==> config.mk <==
export PLATFORM = sky130hd
export DESIGN_NAME = menu_sequencer
export DESIGN_NICKNAME = d
export VERILOG_FILES = /design/src/rtl/menu_sequencer.sv
export SDC_FILE = /design/constraint.sdc
export NUM_CORES = 1
export LEC_CHECK = 0
export BUFFER_PORTS_ARGS = -buffer_cell sky130_fd_sc_hd__buf_2
export CAP_MARGIN = 10
export CORE_MARGIN = 2
export CORE_UTILIZATION = 43
export DETAILED_ROUTE_END_ITERATION = 6
export GPL_TIMING_DRIVEN = 0
export PLACE_DENSITY_LB_ADDON = 0.2
export SLEW_MARGIN = 10
export SYNTH_ARGS = -nofsm -noshare
export SYNTH_HDL_FRONTEND = slang
export SYNTH_SLANG_ARGS = --single-unit
==> constraint.sdc <==
create_clock -name clk -period 6.4 [get_ports clk]
set_clock_uncertainty 0.1 [all_clocks]
set_input_delay 0.32 -clock clk [delete_from_list [all_inputs] [get_ports clk]]
set_output_delay 0.32 -clock clk [all_outputs]
set_load 0.02 [all_outputs]
==> src/rtl/menu_sequencer.sv <==
// menu_sequencer
//   Screen sequencer for the pong menu. Turns mouse clicks on menu items into
//   settings changes and screen transitions, and times the COUNTDOWN and OVER
//   screens in video frames derived from vsync.
// Ports:
//   clk, rst                 pixel clock, async active-high reset
//   xpos, ypos               mouse position (12-bit, clk domain)
//   mouse_left               left button level
//   vsync_in                 vertical sync from the timing chain
//   game_over                end-of-game level from the game core (PLAY only)
//   state                    MENU=0 COUNTDOWN=1 PLAY=2 OVER=3 CREDITS=4
//   difficulty, mode         persistent menu settings
//   countdown                seconds left while counting down, else 0
//   game_rst                 one-cycle pulse on the first COUNTDOWN cycle
//   game_en                  high while in PLAY
module menu_sequencer #(
    parameter int ITEM_X         = 448,
    parameter int ITEM_W         = 128,
    parameter int START_Y        = 72,
    parameter int DIFF_Y         = 272,
    parameter int MODE_Y         = 472,
    parameter int CREDITS_Y      = 664,
    parameter int ITEM_H         = 16,
    parameter int FRAMES_PER_SEC = 60,
    parameter int OVER_FRAMES    = 120
) (
    input  logic        clk,
    input  logic        rst,
    input  logic [11:0] xpos,
    input  logic [11:0] ypos,
    input  logic        mouse_left,
    input  logic        vsync_in,
    input  logic        game_over,
    output logic [2:0]  state,
    output logic        difficulty,
    output logic        mode,
    output logic [1:0]  countdown,
    output logic        game_rst,
    output logic        game_en
);

    typedef enum logic [2:0] {
        S_MENU      = 3'd0,
        S_COUNTDOWN = 3'd1,
        S_PLAY      = 3'd2,
        S_OVER      = 3'd3,
        S_CREDITS   = 3'd4
    } state_t;

    localparam logic [11:0] X_LO  = 12'(ITEM_X);
    localparam logic [11:0] X_HI  = 12'(ITEM_X + ITEM_W - 1);
    localparam logic [11:0] ST_LO = 12'(START_Y);
    localparam logic [11:0] ST_HI = 12'(START_Y + ITEM_H - 1);
    localparam logic [11:0] DF_LO = 12'(DIFF_Y);
    localparam logic [11:0] DF_HI = 12'(DIFF_Y + 2 * ITEM_H - 1);
    localparam logic [11:0] MD_LO = 12'(MODE_Y);
    localparam logic [11:0] MD_HI = 12'(MODE_Y + ITEM_H - 1);
    localparam logic [11:0] CR_LO = 12'(CREDITS_Y);
    localparam logic [11:0] CR_HI = 12'(CREDITS_Y + ITEM_H - 1);
    localparam logic [7:0]  FPS_LAST  = 8'(FRAMES_PER_SEC - 1);
    localparam logic [7:0]  OVER_LAST = 8'(OVER_FRAMES - 1);

    // Input edge detection: level register, then a delayed copy; the rise is
    // registered once more so clicks and ticks reach the FSM two edges after
    // the input is first sampled.
    logic ml_q, ml_prev_q, click_q, click_d;
    logic vs_q, vs_prev_q, tick_q, tick_d;
    logic hit_start_q, hit_diff_q, hit_mode_q, hit_cred_q;
    logic in_x;

    assign click_d = ml_q & ~ml_prev_q;
    assign tick_d  = vs_q & ~vs_prev_q;
    assign in_x    = (xpos >= X_LO) && (xpos <= X_HI);

    always_ff @(posedge clk or posedge rst) begin
        if (rst) begin
            ml_q        <= 1'b0;
            ml_prev_q   <= 1'b0;
            click_q     <= 1'b0;
            vs_q        <= 1'b0;
            vs_prev_q   <= 1'b0;
            tick_q      <= 1'b0;
            hit_start_q <= 1'b0;
            hit_diff_q  <= 1'b0;
            hit_mode_q  <= 1'b0;
            hit_cred_q  <= 1'b0;
        end else begin
            ml_q        <= mouse_left;
            ml_prev_q   <= ml_q;
            click_q     <= click_d;
            vs_q        <= vsync_in;
            vs_prev_q   <= vs_q;
            tick_q      <= tick_d;
            // Position is captured alongside the click so the hit matches it.
            hit_start_q <= in_x && (ypos >= ST_LO) && (ypos <= ST_HI);
            hit_diff_q  <= in_x && (ypos >= DF_LO) && (ypos <= DF_HI);
            hit_mode_q  <= in_x && (ypos >= MD_LO) && (ypos <= MD_HI);
            hit_cred_q  <= in_x && (ypos >= CR_LO) && (ypos <= CR_HI);
        end
    end

    state_t      state_q;
    logic        diff_q, mode_q, game_rst_q, game_en_q;
    logic [1:0]  sec_q;
    logic [7:0]  frame_q;

    // One case per cycle: a click is consumed only by the state it lands in.
    always_ff @(posedge clk or posedge rst) begin
        if (rst) begin
            state_q    <= S_MENU;
            diff_q     <= 1'b0;
            mode_q     <= 1'b0;
            sec_q      <= 2'd0;
            frame_q    <= 8'd0;
            game_rst_q <= 1'b0;
            game_en_q  <= 1'b0;
        end else begin
            game_rst_q <= 1'b0;
            case (state_q)
                S_MENU: begin
                    if (click_q) begin
                        if (hit_start_q) begin
                            state_q    <= S_COUNTDOWN;
                            sec_q      <= 2'd3;
                            frame_q    <= 8'd0;
                            game_rst_q <= 1'b1;
                        end else if (hit_diff_q) begin
                            diff_q <= ~diff_q;
                        end else if (hit_mode_q) begin
                            mode_q <= ~mode_q;
                        end else if (hit_cred_q) begin
                            state_q <= S_CREDITS;
                        end
                    end
                end
                S_COUNTDOWN: begin
                    if (tick_q) begin
                        if (frame_q == FPS_LAST) begin
                            frame_q <= 8'd0;
                            if (sec_q == 2'd1) begin
                                state_q   <= S_PLAY;
                                sec_q     <= 2'd0;
                                game_en_q <= 1'b1;
                            end else begin
                                sec_q <= sec_q - 2'd1;
                            end
                        end else if (frame_q != 8'hFF) begin
                            frame_q <= frame_q + 8'd1;
                        end
                    end
                end
                S_PLAY: begin
                    if (game_over) begin
                        state_q   <= S_OVER;
                        frame_q   <= 8'd0;
                        game_en_q <= 1'b0;
                    end
                end
                S_OVER: begin
                    if (click_q) begin
                        state_q <= S_MENU;
                    end else if (tick_q) begin
                        if (frame_q == OVER_LAST) begin
                            state_q <= S_MENU;
                        end else if (frame_q != 8'hFF) begin
                            frame_q <= frame_q + 8'd1;
                        end
                    end
                end
                S_CREDITS: begin
                    if (click_q) state_q <= S_MENU;
                end
                default: begin
                    state_q   <= S_MENU;
                    game_en_q <= 1'b0;
                    sec_q     <= 2'd0;
                end
            endcase
        end
    end

    assign state      = state_q;
    assign difficulty = diff_q;
    assign mode       = mode_q;
    assign countdown  = sec_q;
    assign game_rst   = game_rst_q;
    assign game_en    = game_en_q;

endmodule

==> flow_summary.json <==
{
  "status": "finished clean",
  "slew_headroom_pct": 34.5,
  "fin_cells": 238,
  "regMostFlops": "frame_q",
  "worstHoldStart": "ypos[6]",
  "multi_input_area_sq_um": 729,
  "die-area_sq_um": 3910,
  "cts-root-buf": "clkbuf_4",
  "hold_violations": 0,
  "syn-mean-instance-area_sq_um": 9.51,
  "drc_errors": 0,
  "areaGrowthSynthToFinish_pct": 17.9,
  "nNetsFinal": 224,
  "endpoint_kind": "flip-flop",
  "swShare_pct": 29.4,
  "num_io_pins": 38,
  "combPwrFrac_pct": 15.0,
  "path_class": "reg -> reg",
  "cpPeakStageDelay_ps": 510,
  "max_cap_violations": 0,
  "power_density_nw_per_um2": 192,
  "grt_usage_pct": 16.8,
  "finalSetupViolations": 0,
  "synth.area.top_cells": "dfrtp_1 (46%), a21oi_1 (4.8%), nand2_1 (3.6%), nand3_1 (3.1%), nor3_1 (2.7%)",
  "cts_buffers": 3,
  "dp_cells": 232,
  "ys_ff_latch": 27,
  "gp_congestion": 0.875,
  "critPathBufInv": 1,
  "cts_sinks": 27,
  "drtIter0Drc": 69,
  "n_antenna_cell": 0,
  "fin_crit_ps": 2290,
  "dp_hpwl_um": 2270,
  "p_int_mw": 0.235,
  "ys.flop_type": "dfrtp_1",
  "finalMaxSlewViolations": 0,
  "die_h_um": 62.5,
  "regArea_sq_um": 676,
  "hold_class": "in -> reg",
  "startpoint": "frame_q[0]",
  "ir_drop_mv": 0.0792,
  "antenna_found_initial": 0,
  "min_path_cells": 2,
  "crit_cells": 7,
  "vias": 1291,
  "post-synth-top-count-cell": "dfrtp_1",
  "start_kind": "flip-flop",
  "worstPathCellList": "ha_1 -> and3_1 -> and2_1 -> and3_1 -> clkbuf_1 -> or4_1 -> a21oi_1",
  "clkPwrFrac_pct": 23.9,
  "ys_top_cells_by_count": "dfrtp_1 (27), a21oi_1 (14), nand2_1 (14)",
  "cts_tree": "done",
  "ctsHtreeMaxLevel": 1,
  "largest_register_ffs": 8,
  "async_flop_share_pct": 100,
  "routedWlPerCell_um": 12.1,
  "drtAntennaViolNets": 0,
  "clk_latency_ps": 330,
  "worstPathMaxFanout": 7,
  "drt-vias-per-instance": 5.42,
  "port_buffers": 31,
  "synth_cells": 155,
  "rr_startpoint": "frame_q[0]",
  "p_sw_mw": 0.0980,
  "initial_core_util_pct": 44.5,
  "drt_wl_total_um": 2880,
  "overflow": 0,
  "synth_top_area_cell": "dfrtp_1",
  "grt_pass1_wl_um": 5350,
  "drive_above_1_share_pct": 24.0,
  "synth_edf_count": 0,
  "final.setup.tns_ps": 0,
  "ff2ff_path_depth": 7,
  "fill_cells": 342,
  "path_delay_family": "simple AND/OR/NAND/NOR gates",
  "grt_pass1_vias": 1261,
  "cpMostUsedCell": "and3_1",
  "clk_pin_slew_ps": 150,
  "grt_max_degree": 28,
  "yosys.area.top_type_share_pct": 45.8,
  "p_leak_nw": 0.763,
  "design.core.area_sq_um": 3310,
  "worstMarginPinSlew_ps": 981,
  "syn-cell-area_sq_um": 1470,
  "ys_warn_count": 0,
  "fmax_mhz": 436,
  "critPathRequiredTime_ps": 6570,
  "synthesis.nets": 186,
  "fin_crit_sh_pct": 35.8,
  "grt_setup_unrepaired": "false",
  "fp.dieW_um": 62.5,
  "synth-seq-area-share_pct": 45.8,
  "cpMaxStageDelayCell": "or4_1",
  "cp.arrival_ps": 2470,
  "dr.pass1.iters": 4,
  "rows": 21,
  "p_seq_share_pct": 61.1,
  "yosysUniqueCellTypes": 44,
  "clockBufferDepth": 2
}
-- layer usage --
metal | GRT usage (%) | routed length [um]
met5 | 0 | 0
met4 | 6.67 | 46
met3 | 2.34 | 144
met2 | 27.4 | 1360
met1 | 22.7 | 1330
-- power groups by stage --
stage / clock, mW / combinational (mW) / sequential (mW)
3_5_place_dp: 0 / 0.0499 / 0.206
5_1_grt: 0.0915 / 0.0594 / 0.207
4_1_cts: 0.0835 / 0.0505 / 0.203
3_3_place_gp: 0 / 0.0476 / 0.205
6_report: 0.0797 / 0.0498 / 0.204
2_1_floorplan: 0 / 0.0343 / 0.201
-- worst reg2reg max path, stage by stage, from the launching register on --
cell and delay [ps]:
dfrtp_1 460, ha_1 250, and3_1 240, and2_1 190, and3_1 180, clkbuf_1 150
or4_1 510, a21oi_1 150
-- per-stage QoR --
| step | setup slack, ps | hold slack [ps] | power (mW) | instance area [sq um] | util (%) |
|---|---|---|---|---|---|
| 2_1_floorplan | 4310 | 247 | 0.236 | 1470 | - |
| 3_3_place_gp | 4190 | 257 | 0.253 | 1690 | 50.9 |
| 3_5_place_dp | 4140 | 260 | 0.256 | 1690 | 50.9 |
| 4_1_cts | 4110 | 28.9 | 0.337 | 1740 | 52.5 |
| 5_1_grt | 3950 | 30.3 | 0.358 | 1740 | 52.5 |
| 6_report | 4110 | 40.9 | 0.333 | 1740 | 52.5 |
-- cells by family (layout without fill, tap and decap cells) --
group	Yosys count	in the layout	share of synthesized area, %
and+or+nand+nor	64	64	23.7
DFF	27	27	45.8
muxes	3	3	2.21
adders and majority gates	2	2	1.70
buffers and inverters	14	51	4.67
xor gates and xnor gates	4	4	2.38
AOI/OAI and AO/OA	41	41	19.5
-- cell usage in the layout, fill, tap and decap left out, types with 2 or more instances in the layout --
cell type       n
o21ai_1         3
or4_1           4
o31ai_1         2
nor2_1          8
o21a_1          2
nand3_1         9
nand3b_1        2
clkbuf_4        3
and3_1          3
mux2_2          2
ha_1            2
nor4_1          2
o41ai_1         2
inv_1           9
a21oi_1        14
nand2_1        14
xnor2_1         3
nand4_1         2
buf_6           2
o21ai_0         7
clkbuf_1        2
nor3b_1         2
buf_2          32
nor3_1          8
dlygate4sd3_1   2
nor2b_1         2
and2_1          2
dfrtp_1        27
and4b_1         2
-- final timing paths --
| kind | endpoint | slack, ps |
|---|---|---|
| worst max-delay path | frame_q[3] | 4110 |
| worst min-delay path | hit_diff_q | 40 |
| worst max register to register | frame_q[3] | 4110 |
| worst min register to register | vs_prev_q | 290 |
| max in group asynchronous | frame_q[2] | 5530 |
| min in group asynchronous | frame_q[7] | 80 |
-- layout make-up --
cell class	count	area share, %
clock inverters	1	0.504
multi-input cells	114	42.0
well taps	46	3.31
plain buffers	5	2.02
flip-flops and latches	27	38.9
inverters	9	1.94
repair buffers	33	10.1
clock buffers	3	1.30
-- repair_timing --
action,4_1_cts,5_1_grt
resized for setup,0,0
endpoints found under the hold margin,2,0
hold buffers,2,0
buffers inserted,0,0
Power figures use the tool's default switching activity.
